===== src/rtl/align_rd_scheduler_pkg.sv =====
// Shared defaults for the aligned-read scheduler.
// Holds the default requester count, route FIFO depth, default AXI
// payload types (overridden by the integrating design) and a width helper.
package align_rd_scheduler_pkg;

    localparam int unsigned DefNrReq          = 4;
    localparam int unsigned DefNumOutstanding = 8;

    // Default payloads; the R type must expose a .last field.
    typedef struct packed {
        logic [31:0] addr;
        logic [7:0]  len;
        logic [3:0]  id;
    } def_ar_t;

    typedef struct packed {
        logic [3:0]  id;
        logic [63:0] data;
        logic        last;
    } def_r_t;

    // Index width that stays at least one bit wide for degenerate counts.
    function automatic int unsigned idx_w(input int unsigned n);
        return (n > 1) ? $clog2(n) : 1;
    endfunction

endpackage


===== src/rtl/align_rd_scheduler_rr_arb_lock.sv =====
// Round-robin arbiter with request lock.
// Ports:
//   clk_i, rst_i   clock, asynchronous active-high reset
//   valid_i        per-requester request valid
//   block_i        suppresses presentation (downstream full)
//   ready_i        downstream ready for the presented request
//   winner_o       selected requester index
//   win_valid_o    valid bit of the selected requester
// Once a request is presented without being accepted, the grant is pinned
// to that requester until the handshake so the downstream payload is stable.
module rr_arb_lock #(
    parameter int unsigned NrReq = 4,
    parameter int unsigned IdxW  = 2
) (
    input  logic             clk_i,
    input  logic             rst_i,
    input  logic [NrReq-1:0] valid_i,
    input  logic             block_i,
    input  logic             ready_i,
    output logic [IdxW-1:0]  winner_o,
    output logic             win_valid_o
);

    typedef logic [IdxW-1:0] idx_t;

    idx_t rr_ptr_q, rr_ptr_d;
    idx_t locked_idx_q, locked_idx_d;
    logic lock_q, lock_d;
    idx_t search_idx;
    logic found;
    logic presented, hs;

    // First asserted valid at or after rr_ptr, wrapping modulo NrReq.
    always_comb begin
        found      = 1'b0;
        search_idx = rr_ptr_q;
        for (int k = 0; k < int'(NrReq); k++) begin
            int c;
            c = int'(rr_ptr_q) + k;
            if (c >= int'(NrReq)) c = c - int'(NrReq);
            if (!found && valid_i[c]) begin
                found      = 1'b1;
                search_idx = idx_t'(c);
            end
        end
    end

    assign winner_o    = lock_q ? locked_idx_q : search_idx;
    assign win_valid_o = valid_i[winner_o];
    assign presented   = win_valid_o & ~block_i;
    assign hs          = presented & ready_i;

    always_comb begin
        rr_ptr_d     = rr_ptr_q;
        lock_d       = lock_q;
        locked_idx_d = locked_idx_q;
        if (hs) begin
            lock_d   = 1'b0;
            rr_ptr_d = (winner_o == idx_t'(NrReq - 1)) ? '0 : winner_o + idx_t'(1);
        end else if (presented) begin
            lock_d       = 1'b1;
            locked_idx_d = winner_o;
        end
        // While blocked the lock is left untouched and re-presented later.
    end

    always_ff @(posedge clk_i or posedge rst_i) begin
        if (rst_i) begin
            rr_ptr_q     <= '0;
            lock_q       <= 1'b0;
            locked_idx_q <= '0;
        end else begin
            rr_ptr_q     <= rr_ptr_d;
            lock_q       <= lock_d;
            locked_idx_q <= locked_idx_d;
        end
    end

endmodule


===== src/rtl/align_rd_scheduler.sv =====
// Shares one AXI read port between NrReq requesters.
// AR requests are arbitrated round-robin (with lock for AXI stability); the
// winner index is pushed into an in-order route FIFO which steers returning
// R beats to the requester at its head; the FIFO pops on each last beat.
// Parameters: NrReq (>=2, default 4), NumOutstanding (power of 2, default 8);
// idx_t is logic [$clog2(NrReq)-1:0].
// Ports:
//   clk_i, rst_i                      clock, async active-high reset
//   req_ar_valid_i/req_ar_i/_ready_o  per-requester AR channels
//   req_r_valid_o/req_r_ready_i       per-requester R handshake
//   req_r_o                           R payload broadcast to all requesters
//   mem_ar_*/mem_r_*                  shared memory-side AXI read port
//   busy_o                            route FIFO non-empty
module align_rd_scheduler
    import align_rd_scheduler_pkg::*;
#(
    parameter int unsigned NrReq          = DefNrReq,
    parameter int unsigned NumOutstanding = DefNumOutstanding,
    parameter type         axi_ar_t       = def_ar_t,
    parameter type         axi_r_t        = def_r_t
) (
    input  logic             clk_i,
    input  logic             rst_i,
    input  logic [NrReq-1:0] req_ar_valid_i,
    input  axi_ar_t          req_ar_i [NrReq],
    output logic [NrReq-1:0] req_ar_ready_o,
    output logic [NrReq-1:0] req_r_valid_o,
    output axi_r_t           req_r_o,
    input  logic [NrReq-1:0] req_r_ready_i,
    output logic             mem_ar_valid_o,
    output axi_ar_t          mem_ar_o,
    input  logic             mem_ar_ready_i,
    input  logic             mem_r_valid_i,
    input  axi_r_t           mem_r_i,
    output logic             mem_r_ready_o,
    output logic             busy_o
);

    localparam int unsigned IdxW = idx_w(NrReq);
    localparam int unsigned PtrW = idx_w(NumOutstanding);
    localparam int unsigned CntW = $clog2(NumOutstanding) + 1;

    typedef logic [IdxW-1:0] idx_t;

    idx_t            route_q [NumOutstanding];
    logic [PtrW-1:0] wr_ptr_q, wr_ptr_d, rd_ptr_q, rd_ptr_d;
    logic [CntW-1:0] cnt_q, cnt_d;

    idx_t winner, head;
    logic win_valid, fifo_full, fifo_empty;
    logic ar_hs, pop;

    assign fifo_full  = (cnt_q == CntW'(NumOutstanding));
    assign fifo_empty = (cnt_q == '0);

    rr_arb_lock #(
        .NrReq (NrReq),
        .IdxW  (IdxW)
    ) i_arb (
        .clk_i       (clk_i),
        .rst_i       (rst_i),
        .valid_i     (req_ar_valid_i),
        .block_i     (fifo_full),
        .ready_i     (mem_ar_ready_i),
        .winner_o    (winner),
        .win_valid_o (win_valid)
    );

    // AR path: combinational; full blocks even when a pop is in flight.
    // Reset forces the outputs low regardless of requester inputs.
    assign mem_ar_valid_o = win_valid & ~fifo_full & ~rst_i;
    assign mem_ar_o       = req_ar_i[winner];
    assign ar_hs          = mem_ar_valid_o & mem_ar_ready_i;

    always_comb begin
        req_ar_ready_o = '0;
        if (!fifo_full && !rst_i) req_ar_ready_o[winner] = mem_ar_ready_i;
    end

    // R path: steer to the requester whose burst is oldest.
    assign head          = route_q[rd_ptr_q];
    assign req_r_o       = mem_r_i;
    assign mem_r_ready_o = ~fifo_empty & req_r_ready_i[head];
    assign pop           = mem_r_valid_i & mem_r_ready_o & mem_r_i.last;

    always_comb begin
        req_r_valid_o = '0;
        if (!fifo_empty) req_r_valid_o[head] = mem_r_valid_i;
    end

    always_comb begin
        wr_ptr_d = wr_ptr_q;
        rd_ptr_d = rd_ptr_q;
        cnt_d    = cnt_q;
        if (ar_hs) wr_ptr_d = wr_ptr_q + PtrW'(1);
        if (pop)   rd_ptr_d = rd_ptr_q + PtrW'(1);
        if (ar_hs && !pop)      cnt_d = cnt_q + CntW'(1);
        else if (pop && !ar_hs) cnt_d = cnt_q - CntW'(1);
    end

    always_ff @(posedge clk_i or posedge rst_i) begin
        if (rst_i) begin
            wr_ptr_q <= '0;
            rd_ptr_q <= '0;
            cnt_q    <= '0;
        end else begin
            wr_ptr_q <= wr_ptr_d;
            rd_ptr_q <= rd_ptr_d;
            cnt_q    <= cnt_d;
        end
    end

    // Route storage needs no reset: entries are only read when count says valid.
    always_ff @(posedge clk_i) begin
        if (ar_hs) route_q[wr_ptr_q] <= winner;
    end

    assign busy_o = ~fifo_empty;

endmodule


===== config.mk =====
export PLATFORM = sky130hd
export DESIGN_NAME = align_rd_scheduler
export DESIGN_NICKNAME = d
export VERILOG_FILES = /design/src/rtl/align_rd_scheduler_pkg.sv /design/src/rtl/align_rd_scheduler_rr_arb_lock.sv /design/src/rtl/align_rd_scheduler.sv
export SDC_FILE = /design/constraint.sdc
export NUM_CORES = 1
export LEC_CHECK = 0
export BUFFER_PORTS_ARGS = -buffer_cell sky130_fd_sc_hd__buf_2
export CORE_AREA = 2 2 149 151
export DETAILED_ROUTE_END_ITERATION = 10
export DIE_AREA = 0 0 151 153
export PLACE_DENSITY_LB_ADDON = 0.1
export SYNTH_ARGS = -nofsm -noshare
export SYNTH_HDL_FRONTEND = slang
export SYNTH_SLANG_ARGS = --single-unit

===== constraint.sdc =====
create_clock -name clk_i -period 9.95 [get_ports clk_i]
set_input_delay 0.4975 -clock clk_i [delete_from_list [all_inputs] [get_ports clk_i]]
set_output_delay 0.4975 -clock clk_i [all_outputs]
set_load 0.1 [all_outputs]

**Word level (Yosys, flattened, before mapping)**

Memories as Yosys holds them, arrays and structs flattened.
Index checks and enable logic that the tools add are counted.
Widths: inputs -> output; s select.

- Memories: 1
- Logic and storage cells: 111
- Flip-flop bits (word level): 15
- Output and inout bits: 124
- Input port bits: 257
- RAM bits: 16

Memories:

| name | words | width | read ports | clocked after Yosys merged registers in | wr ports | RTL line | RTL |
|---|---|---|---|---|---|---|---|
| route_q | 8 | 2 | 1 | 0 | 1 | align_rd_scheduler.sv:45 | `idx_t route_q [NumOutstanding];` |

- $lt $le $gt $ge: 13
- Bitwise gates (word level): 14
- Equality and inequality tests: 2
- Add/subtract/negate cells: 12
- Reductions and logical operators: 19
- Mux-type cells: 44

Operators by type and width:

| cell | number |
|---|---|
| $lt 32x4->1 const B | 4 |
| $mux 32 | 4 |
| $ge 32x4->1 const B | 3 |
| $sub 32x4->32 const B | 3 |
| $bmux 44 s2 | 1 |
| $mux 44 | 2 |
| $mux 1 | 19 |
| $mux 4 | 4 |
| $bmux 1 s2 | 6 |
| $mux 2 | 6 |
| $and 4x4->4 | 2 |
| $logic_and 1x1->1 | 8 |
| $and 1x1->1 | 7 |
| $logic_not 1->1 | 7 |
| $add 2x2->3 const B | 2 |
| $add 3x1->3 const B | 2 |
| $lt 2x3->1 const B | 2 |
| $add 4x1->4 const B | 1 |
| $demux 1 s2 | 2 |
| $eq 4x4->1 const B | 1 |
| $ge 2x1->1 const B | 2 |
| $logic_not 4->1 | 1 |
| $not 1->1 | 4 |
| $reduce_bool 2->1 | 2 |
| 9 further kinds | 9 |

**Logic depth before layout (Yosys ltp)**

- Depth in word-level cells: 25
- Gate-level depth with buffers: 16
- Gate-level depth less buffers: 14

**Modules after synthesis**

Synthesis repeated with hierarchy kept, for this count alone.

- Cells, all modules: 269
- Area, all modules: 3294.4 um2

Modules (own cells, without submodules):

| module | area each (um2) | sequential area each (um2) | cells each | times used |
|---|---|---|---|---|
| align_rd_scheduler | 2870.3 | 730.7 | 221 | 1 |
| rr_arb_lock | 424.2 | 125.1 | 48 | 1 |

**Worst setup path before layout**

No wires, ideal clock.

- Path type: in2out
- Start point: input port req_ar_valid_i[2]
- End point: output port mem_ar_o[32] (netlist bit)
- Arrival: 3.436 ns
- Data required time: 9.453 ns
- Buffers on the path: 2
- Setup slack: 6.017 ns
- Stages on the path: 7
- Cells stage by stage: nor3b_1 a2111oi_2 o31ai_4 buf_2 clkbuf_1 nand2_1 a31oi_1

RTL lines:

| item | RTL line | RTL |
|---|---|---|
| start, declared | align_rd_scheduler.sv:24 | `input logic [NrReq-1:0] req_ar_valid_i,` |
| end, declared | align_rd_scheduler.sv:31 | `output axi_ar_t mem_ar_o,` |

==> flow_metrics.env <==
export IMPL_syn_area_per_cell_um2=7.14
export IMPL_synth_cell_type_count=45
export IMPL_ys_warn_count=0
export IMPL_dieArea_um2=23100
export IMPL_antenna_found_initial=2
export IMPL_tns_ns=0
export IMPL_max_cap_viol_count=0
export IMPL_worstSetupPathType="reg2out"
export IMPL_rows=54
export IMPL_path_max_fanout=50
export IMPL_post_route_period_util_pct=42.3
export IMPL_portBuffers=244
export IMPL_drv_slew=0
export IMPL_maxSlewHeadroom_pct=40.7
export IMPL_initial_core_util_pct=16.9
export IMPL_cp_arrival_ns=3.71
export IMPL_post_cts_buffers=0
export IMPL_grt_total_usage_pct=15.2
export IMPL_syn_inst=509
export IMPL_syn_to_final_growth_pct=30.9
export IMPL_ys_seq_elements=31
export IMPL_fillers=2509
export IMPL_wl_um=18300
export IMPL_cts_resized=0
export IMPL_final_common_cell="buf_2"
export IMPL_hold_path_class="in2async"
export IMPL_diodes=0
export IMPL_cts_tree="done"
export IMPL_yosysSeqAreaShare_pct=23.6
export IMPL_htree_levels=2
export IMPL_drt_pass1_iter_count=4
export IMPL_fp_coreArea_um2=21500
export IMPL_layout_common_cells="244 x buf_2, 183 x nand2_1, 46 x and3_1"
export IMPL_drive_gt1_share_pct=41.0
export IMPL_cp_end_kind="primary output"
export IMPL_detail_route_iter0_violations=201
export IMPL_worst_r2r_cell_count=15
export IMPL_path_clk_slew_ns=0.05
export IMPL_clk_latency_ns=0.27
export IMPL_grt_max_degree=70
export IMPL_grt_pass1_wl_um=26600
export IMPL_die_height_um=153
export IMPL_cts_sinks=31
export IMPL_worst_endpoint_required_ns=9.45
export IMPL_tightest_slew_ns=0.885
export IMPL_rsz0062_at_grt="no"
export IMPL_vias_per_cell=4.35
export IMPL_vias=4110
export IMPL_multi_input_area_um2=2090
export IMPL_numCtsBuffers=5
export IMPL_overflow=0
export IMPL_status="finished, final reports clean"
export IMPL_hold_buffers=0
export IMPL_fmax_ghz=0.238
export IMPL_start_kind="flip-flop"
export IMPL_first_global_vias=4244
export IMPL_cts_root_buf="clkbuf_16"
export IMPL_seq_area_um2=856
export IMPL_gp_congestion=0.899
export IMPL_period_needed_ns=4.21
export IMPL_dpl_hpwl_um=15300
export IMPL_syn_num_nets=776
export IMPL_final_setup_skew_ns=0.00549
export IMPL_netlist_area_um2=3630
export IMPL_whs_ns=0.321
export IMPL_num_io_pins=381
export IMPL_drtAntennaViolNets=0
export IMPL_clock_path_buffers=2
export IMPL_post_route_drc_count=0
export IMPL_nNetsFinal=930
export IMPL_synthFlopType="edfxtp_1"
export IMPL_hold_viol=0
export IMPL_fp_dieW_um=151
export IMPL_wl_per_cell_um=19.3
export IMPL_synthArstFlopShare_pct=48.4
export IMPL_setup_viol=0
export IMPL_synth_edf_count=16
[synth_stat cells, drive strengths merged (7+ instances only)]
library cell	n	area share, %
clkbuf	24	2.5
dfrtp	15	10
mux2	12	3.9
and2	7	1.2
inv	10	1.0
ha	9	3.1
buf	78	16
and3	46	7.9
nor2	8	0.83
edfxtp	16	13
a31oi	44	7.6
nand2	183	19
[worst paths after layout]
check,start,slack [ns],endpoint
max in group asynchronous,rst_i,9.20,wr_ptr_q[1]$_DFFE_PP0P_
hold / removal,rst_i,0.32,i_arb.lock_q$_DFFE_PP0P_
setup reg to reg,i_arb.rr_ptr_q[1]$_DFFE_PP0P_,5.86,cnt_q[3]$_DFFE_PP0P_
hold reg to reg,cnt_q[3]$_DFFE_PP0P_,0.54,cnt_q[3]$_DFFE_PP0P_
min in group clk_i,mem_ar_ready_i,0.52,i_arb.locked_idx_q[1]$_DFFE_PP0P_
setup / recovery,i_arb.rr_ptr_q[0]$_DFFE_PP0P_,5.74,mem_ar_o[34]
[registers in the layout (all words and copies together), names as in the netlist]
signal	count
cnt_q	4
i_arb.lock_q	1
i_arb.locked_idx_q	2
i_arb.rr_ptr_q	2
rd_ptr_q	3
route_q	16
wr_ptr_q	3
[critical path, cell delays in order (launching register included)]
cell and delay [ns]:
dfrtp_1 0.42, nor3b_1 0.18, a2111oi_2 0.39, o31ai_4 0.11, buf_4 0.25, clkinv_2 0.44, buf_4 0.53, nand2_1 0.10
and3_1 0.19, a31oi_1 0.26, buf_2 0.50
[cells by family (layout without fill, tap and decap cells)]
logic type | Yosys count | in the layout | synth area share (%)
AOI/OAI and AO/OA | 67 | 67 | 12.6
DFF | 31 | 31 | 23.6
buffers and inverters | 112 | 267 | 19.0
xor gates and xnor gates | 8 | 8 | 1.93
muxes | 18 | 18 | 6.96
adders and majority gates | 10 | 10 | 3.65
and+or+nand+nor | 263 | 263 | 32.3
[cell type report]
cell class	instances	area share (%)
multi-input combinational	366	43.9
sequential	31	18.0
clock buffer	5	2.63
tap	280	7.37
inverter	10	0.816
clock inverter	3	0.816
timing repair buffer	249	26.5
[per-layer routing]
| metal | GRT usage [%] | up-vias | part of all wire [%] | routed length [um] |
|---|---|---|---|---|
| met2 | 24.8 | 211 | 47 | 8600 |
| li1 | - | 1978 | - | - |
| met5 | 0 | - | 0.16 | 30 |
| met1 | 18.3 | 1907 | 39 | 7080 |
| met3 | 8.21 | 10 | 14 | 2470 |
| met4 | 1.51 | 4 | 0.47 | 85 |
[through the flow]
step           std cells  util [%]  area [um2]  setup WS (ns)
3_3_place_gp         936      21.4        4590           5.72
2_1_floorplan        509         -        3630           6.02
3_5_place_dp         936      21.4        4590           5.64
5_1_grt              944      22.1        4750           5.44
4_1_cts              944      22.1        4750           5.66
6_report             944      22.1        4750           5.74
Power is not shown: default switching activity piles up to over one toggle a cycle in this logic, so the estimate is an artifact.
